[src/rtl/oldland_bus_arb_if.sv]
// Bus bundle for the oldland instruction/data arbiter.
// The "master" modport is the arbiter's view: it serves the CPU-side
// instruction and data ports and drives the single memory-side request.
// The "slave" modport is the complementary view used by whatever sits
// around the arbiter (the two requesters plus the memory).
interface oldland_bus_arb_if;
    // Instruction port
    logic        i_access;
    logic [29:0] i_addr;
    logic [31:0] i_data;
    logic        i_ack;
    logic        i_error;

    // Data port
    logic        d_access;
    logic [29:0] d_addr;
    logic [3:0]  d_bytesel;
    logic        d_wr_en;
    logic [31:0] d_wr_val;
    logic [31:0] d_data;
    logic        d_ack;
    logic        d_error;

    // Memory side
    logic        m_access;
    logic [29:0] m_addr;
    logic [3:0]  m_bytesel;
    logic        m_wr_en;
    logic [31:0] m_wr_val;
    logic [31:0] m_data;
    logic        m_ack;
    logic        m_error;

    modport master (
        input  i_access, i_addr,
        output i_data, i_ack, i_error,
        input  d_access, d_addr, d_bytesel, d_wr_en, d_wr_val,
        output d_data, d_ack, d_error,
        output m_access, m_addr, m_bytesel, m_wr_en, m_wr_val,
        input  m_data, m_ack, m_error
    );

    modport slave (
        output i_access, i_addr,
        input  i_data, i_ack, i_error,
        output d_access, d_addr, d_bytesel, d_wr_en, d_wr_val,
        input  d_data, d_ack, d_error,
        input  m_access, m_addr, m_bytesel, m_wr_en, m_wr_val,
        output m_data, m_ack, m_error
    );
endinterface

[src/rtl/oldland_bus_arb.sv]
// oldland_bus_arb: two-port (instruction / data) arbiter in front of a single
// memory bus. One transfer per grant; when both ports request together the
// port that was not granted last wins. Arbitration costs one idle cycle.
//
// Optional feature: define OLDLAND_BUS_TIMEOUT_EN to abort a grant with an
// error pulse after bus_timeout cycles without m_ack/m_error. Without it a
// grant waits indefinitely for the memory.
module oldland_bus_arb #(
    parameter logic [15:0] bus_timeout = 16'd1024
) (
    input  logic           clk,
    input  logic           rst_n,
    oldland_bus_arb_if.master bus
);

    typedef enum logic [1:0] {
        IDLE  = 2'd0,
        GNT_I = 2'd1,
        GNT_D = 2'd2
    } state_t;

    state_t state;
    state_t state_next;
    logic   last_grant_d;       // 1: data port owned the previous grant
    logic   last_grant_d_next;

    logic   response;           // memory answered this cycle
    logic   timeout_hit;        // grant expired without an answer
    logic   done;               // grant ends this cycle
    logic   fail;               // grant ends with an error

    assign response = bus.m_ack | bus.m_error;

`ifdef OLDLAND_BUS_TIMEOUT_EN
    logic [15:0] timeout_count;

    // Count grant cycles; parked at zero while idle so every grant starts fresh.
    always_ff @(posedge clk or negedge rst_n) begin
        if (!rst_n) begin
            timeout_count <= '0;
        end else if (state == IDLE) begin
            timeout_count <= '0;
        end else begin
            timeout_count <= timeout_count + 16'd1;
        end
    end

    // A real memory response in the final cycle still takes precedence.
    assign timeout_hit = (state != IDLE) && !response &&
                         (timeout_count == bus_timeout - 16'd1);
`else
    // Timeout disabled: the parameter stays for a uniform instantiation.
    logic unused_timeout_cfg;
    assign unused_timeout_cfg = ^bus_timeout;
    assign timeout_hit = 1'b0;
`endif

    assign done = response | timeout_hit;
    // Error wins over ack when the memory raises both.
    assign fail = bus.m_error | timeout_hit;

    // State and fairness register.
    always_ff @(posedge clk or negedge rst_n) begin
        if (!rst_n) begin
            state        <= IDLE;
            last_grant_d <= 1'b1;
        end else begin
            // NOTE: non-blocking so every register samples pre-edge values.
            state        <= state_next;
            last_grant_d <= last_grant_d_next;
        end
    end

    // Arbitration, memory request mux and response routing.
    always_comb begin
        // NOTE: defaults first so no path through the case infers a latch.
        state_next        = state;
        last_grant_d_next = last_grant_d;
        bus.m_access      = 1'b0;
        bus.m_addr        = '0;
        bus.m_bytesel     = '0;
        bus.m_wr_en       = 1'b0;
        bus.m_wr_val      = '0;
        bus.i_data        = bus.m_data;
        bus.d_data        = bus.m_data;
        bus.i_ack         = 1'b0;
        bus.i_error       = 1'b0;
        bus.d_ack         = 1'b0;
        bus.d_error       = 1'b0;

        unique case (state)
            IDLE: begin
                // Memory responses arriving here belong to nobody.
                if (bus.i_access && bus.d_access) begin
                    state_next = last_grant_d ? GNT_I : GNT_D;
                end else if (bus.d_access) begin
                    state_next = GNT_D;
                end else if (bus.i_access) begin
                    state_next = GNT_I;
                end
            end

            GNT_I: begin
                bus.m_access  = 1'b1;
                bus.m_addr    = bus.i_addr;
                bus.m_bytesel = 4'b1111;
                if (done) begin
                    // A requester that withdrew still lets the transfer
                    // finish, but gets no pulse for it.
                    bus.i_ack         = bus.i_access & ~fail;
                    bus.i_error       = bus.i_access & fail;
                    state_next        = IDLE;
                    last_grant_d_next = 1'b0;
                end
            end

            GNT_D: begin
                bus.m_access  = 1'b1;
                bus.m_addr    = bus.d_addr;
                bus.m_bytesel = bus.d_bytesel;
                bus.m_wr_en   = bus.d_wr_en;
                bus.m_wr_val  = bus.d_wr_val;
                if (done) begin
                    bus.d_ack         = bus.d_access & ~fail;
                    bus.d_error       = bus.d_access & fail;
                    state_next        = IDLE;
                    last_grant_d_next = 1'b1;
                end
            end

            default: begin
                state_next = IDLE;
            end
        endcase
    end

endmodule

[src/flat_wrapper.sv]
// flat-port wrapper written by rule: the top's interface ports become plain ports
module oldland_bus_arb_flat 
#(
    parameter logic [15:0] bus_timeout = 16'd1024
)
  (clk, rst_n, bus_i_access, bus_i_addr, bus_i_data, bus_i_ack, bus_i_error, bus_d_access, bus_d_addr, bus_d_bytesel, bus_d_wr_en, bus_d_wr_val, bus_d_data, bus_d_ack, bus_d_error, bus_m_access, bus_m_addr, bus_m_bytesel, bus_m_wr_en, bus_m_wr_val, bus_m_data, bus_m_ack, bus_m_error);
  oldland_bus_arb_if bus_i ();
  input  logic clk;
  input  logic rst_n;
  input wire logic [$bits(bus_i.i_access)-1:0] bus_i_access;
  input wire logic [$bits(bus_i.i_addr)-1:0] bus_i_addr;
  output wire logic [$bits(bus_i.i_data)-1:0] bus_i_data;
  output wire logic [$bits(bus_i.i_ack)-1:0] bus_i_ack;
  output wire logic [$bits(bus_i.i_error)-1:0] bus_i_error;
  input wire logic [$bits(bus_i.d_access)-1:0] bus_d_access;
  input wire logic [$bits(bus_i.d_addr)-1:0] bus_d_addr;
  input wire logic [$bits(bus_i.d_bytesel)-1:0] bus_d_bytesel;
  input wire logic [$bits(bus_i.d_wr_en)-1:0] bus_d_wr_en;
  input wire logic [$bits(bus_i.d_wr_val)-1:0] bus_d_wr_val;
  output wire logic [$bits(bus_i.d_data)-1:0] bus_d_data;
  output wire logic [$bits(bus_i.d_ack)-1:0] bus_d_ack;
  output wire logic [$bits(bus_i.d_error)-1:0] bus_d_error;
  output wire logic [$bits(bus_i.m_access)-1:0] bus_m_access;
  output wire logic [$bits(bus_i.m_addr)-1:0] bus_m_addr;
  output wire logic [$bits(bus_i.m_bytesel)-1:0] bus_m_bytesel;
  output wire logic [$bits(bus_i.m_wr_en)-1:0] bus_m_wr_en;
  output wire logic [$bits(bus_i.m_wr_val)-1:0] bus_m_wr_val;
  input wire logic [$bits(bus_i.m_data)-1:0] bus_m_data;
  input wire logic [$bits(bus_i.m_ack)-1:0] bus_m_ack;
  input wire logic [$bits(bus_i.m_error)-1:0] bus_m_error;
  assign bus_i.i_access = bus_i_access;
  assign bus_i.i_addr = bus_i_addr;
  assign bus_i_data = bus_i.i_data;
  assign bus_i_ack = bus_i.i_ack;
  assign bus_i_error = bus_i.i_error;
  assign bus_i.d_access = bus_d_access;
  assign bus_i.d_addr = bus_d_addr;
  assign bus_i.d_bytesel = bus_d_bytesel;
  assign bus_i.d_wr_en = bus_d_wr_en;
  assign bus_i.d_wr_val = bus_d_wr_val;
  assign bus_d_data = bus_i.d_data;
  assign bus_d_ack = bus_i.d_ack;
  assign bus_d_error = bus_i.d_error;
  assign bus_m_access = bus_i.m_access;
  assign bus_m_addr = bus_i.m_addr;
  assign bus_m_bytesel = bus_i.m_bytesel;
  assign bus_m_wr_en = bus_i.m_wr_en;
  assign bus_m_wr_val = bus_i.m_wr_val;
  assign bus_i.m_data = bus_m_data;
  assign bus_i.m_ack = bus_m_ack;
  assign bus_i.m_error = bus_m_error;
  oldland_bus_arb #(.bus_timeout(bus_timeout)) u_core (.clk(clk), .rst_n(rst_n), .bus(bus_i));
endmodule
[config.mk]
export PLATFORM = sky130hd
export DESIGN_NAME = oldland_bus_arb_flat
export DESIGN_NICKNAME = d
export VERILOG_FILES = /design/src/rtl/oldland_bus_arb_if.sv /design/src/rtl/oldland_bus_arb.sv /design/src/flat_wrapper.sv
export SDC_FILE = /design/constraint.sdc
export NUM_CORES = 1
export LEC_CHECK = 0
export BUFFER_PORTS_ARGS = -buffer_cell sky130_fd_sc_hd__buf_2
export CAP_MARGIN = 20
export CORE_AREA = 5 5 103 105
export CTS_CLUSTER_DIAMETER = 120
export CTS_CLUSTER_SIZE = 14
export DETAILED_ROUTE_END_ITERATION = 10
export DIE_AREA = 0 0 108 110
export GPL_TIMING_DRIVEN = 0
export SLEW_MARGIN = 20
export SYNTH_ARGS = -nofsm -noshare
export SYNTH_HDL_FRONTEND = slang
export SYNTH_SLANG_ARGS = --single-unit
[constraint.sdc]
create_clock -name clk -period 3.81 [get_ports clk]
set_clock_uncertainty 0.15 [all_clocks]
set_input_delay 0.5715 -clock clk [delete_from_list [all_inputs] [get_ports clk]]
set_output_delay 0.5715 -clock clk [all_outputs]
set_load 0.01 [all_outputs]
==> qor.txt <==
run status: complete, no violations
reg2reg start: u_core.state[1]
Cell Area, Placed: 2850 um^2
slowest cell delay on critical path: 0.49 ns
Req. time, crit path: 3.09 ns
Worst VDD drop: 0.273 mV
Syn-to-layout area delta: 94.9%
R2R cell count: 4
Crit. End Element: primary output
GP Congestion: 0.788
Fin. Hold Viols: 0
Detailed Route WL: 8270 um
largest area contributor in the netlist: buf_4
asr flop ratio synth: 100%
crit-path leading delay family: buffers and inverters
Die Width: 108 um
arrival time worst endpoint: 1.91 ns
Psw: 0.000686 W
Routed Antenna Nets: 0
fraction of layout cells with a size suffix above 1: 70.1%
Synth Instances: 209
CTS Buf Count: 3
min-delay src: u_core.last_grant_d
H-tree depth: 1
Worst Setup Start Kind: flop
grt ovf: 0
# nets final: 593
setup tns final: 0 ns
fmax: 380 MHz
syn avg cell area: 7.14 um^2
Worst Path Buf+Inv: 3
Clock Power Share: 6.6%
Initial DRC Count: 74
drt first pass iters: 4
IO Port Bufs: 238
Pwr Total: 0.00137 W
EDFF count, synth: 0
initial core utilization: 15.6%
Worst Hold End: u_core.last_grant_d
wire per inst: 14.1 um
hpwl dp: 7370 um
Comb power frac: 88.6%
# IOs: 271
maxcap violations: 0
final setup violation count: 0
Worst Hold Depth: 2
Filler cells: 1071
drc violations: 0
sw frac: 50.2%
die area: 11900 um^2
worst slew pin tran: 0.414 ns
clk buf depth: 2
fin crit period: 2.63 ns
first-pass GRT wire length: 10900 um
sequential area share after synthesis: 5.12%
initial antenna violation count: 1
Synth cell types: 23
final non-filler cell area: 2910 um^2
worst reg-to-reg setup slack: 2.03 ns
Cell Pwr Density: 470 nW/um^2
Top FF cell, synth: dfrtp_1
syn nets: 349
most frequent cells in the layout: 245 x buf_2, 65 x buf_4, 35 x nor2b_1
Sink Count: 3
Synth top area share: 32.7%
Via-to-Cell Ratio: 3.85
post-synthesis cell area: 1490 um^2
vias in the first global route: 2153
total track usage: 11.6%
cells along the critical path: inv_1, ha_1, clkbuf_1, nor2b_1, buf_2
largest net degree at the start of global routing: 12
hold_ws: 0.348 ns
CP Depth: 5
worst relative slew slack: 72.4%
Core Area: 9550 um^2
Leakage: 1.75 nW
CTS resizes: 0
Slowest-stage cell, CP: ha_1
detailed-route via count: 2258
Worst-Skew Late Latency: 0.21 ns
internal power: 0.000680 W
CTS tree: done
Hold Path Class: flop to flop
max-slew violation count: 0
Site Rows: 36
part of the power in registers: 4.8%
RSZ-0062 raised after global routing: false
dominant cells by area after synthesis: buf_4 33%, a22oi_1 15%, nor2b_1 15%
Die Y: 110 um
Syn. warnings: 0
Worst R2R End: u_core.last_grant_d
clk root buf: clkbuf_8
commonest non-fill, non-tap cell in the layout: buf_2
clk slew on worst S/H paths: 0.03 ns
Yosys reg bits: 3
CP Max Fanout: 11
Final Cycle Share: 69.1%
critical path class: flop to primary output
[flip-flops by register name (all words and copies together), names as in the netlist]
name,cells
u_core.last_grant_d,1
u_core.state,2
[through the flow]
step           instances  worst slack (ns)  util [%]
2_1_floorplan        209              1.76         -
3_3_place_gp         580              1.43      29.8
3_5_place_dp         580              1.37      29.8
4_1_cts              585              1.13      30.4
5_1_grt              586             0.949      30.4
6_report             586              1.18      30.4
[cell usage after synthesis (all sizes together), types with 2 or more instances]
cell and number:
a22oi 30, inv 5, clkbuf 6, and3 2, a21oi 5, dfrtp 2
buf 72, o21ai 2, and2 33, ha 5, nor2b 35, nand2 3
[final cells by class]
cell class / count / area (um^2) / area share (%)
inverters: 5 / 18.8 / 0.646
multi-input cells: 123 / 851 / 29.3
repair buffers: 239 / 1200 / 41.3
flip-flops and latches: 3 / 76.3 / 2.63
plain buffers: 78 / 546 / 18.8
diodes: 1 / 2.50 / 0.0861
well taps: 133 / 166 / 5.73
clock buffers: 4 / 45.0 / 1.55
[worst max-delay path by stage]
stage	startpoint	to
CTS	u_core.state[1]	bus_m_addr[7]
detailed placement	u_core.state[1]	bus_m_addr[7]
global route	u_core.state[1]	bus_m_bytesel[2]
global placement	u_core.state[1]	bus_m_bytesel[2]
finish	u_core.state[1]	bus_m_addr[7]
floorplan	u_core.state[0]	bus_m_addr[10]
[routing by layer]
layer  part of all wire, %  vias up  GRT usage [%]
met4                  0.74        0           2.43
li1                      -     1116              -
met2                    52      144           22.0
met5                     0        -              0
met1                    36      994           13.1
met3                    12        4           2.74
[logic make-up after synthesis]
| logic type | after synthesis | share of synthesized area [%] |
|---|---|---|
| flops | 3 | 5.12 |
| fa+ha+maj | 5 | 4.19 |
| simple gates | 78 | 33.9 |
| compound gates | 40 | 19.0 |
| buf+inv | 83 | 37.8 |
[what timing repair did]
| action | in CTS | in global routing |
|---|---|---|
| hold buffers | 1 | 0 |
| endpoints found under the hold margin | 2 | 0 |
| setup buffers | 0 | 0 |
[worst register-to-register path: stages, from the launching register on]
cell and delay (ns):
dfrtp_1 0.38, inv_1 0.10, ha_1 0.49, clkbuf_1 0.36, a32oi_1 0.19
[power by group through the flow]
stage / Sequential, W / Combinational [W] / Clock [W]
6_report: 0.0000652 / 0.00121 / 0.0000907
3_5_place_dp: 0.0000652 / 0.00123 / 0
5_1_grt: 0.0000676 / 0.00134 / 0.0000965
2_1_floorplan: 0.0000621 / 0.000752 / 0
3_3_place_gp: 0.0000647 / 0.00122 / 0
4_1_cts: 0.0000649 / 0.00124 / 0.0000942
No activity file was read; power rests on OpenSTA's default activity.
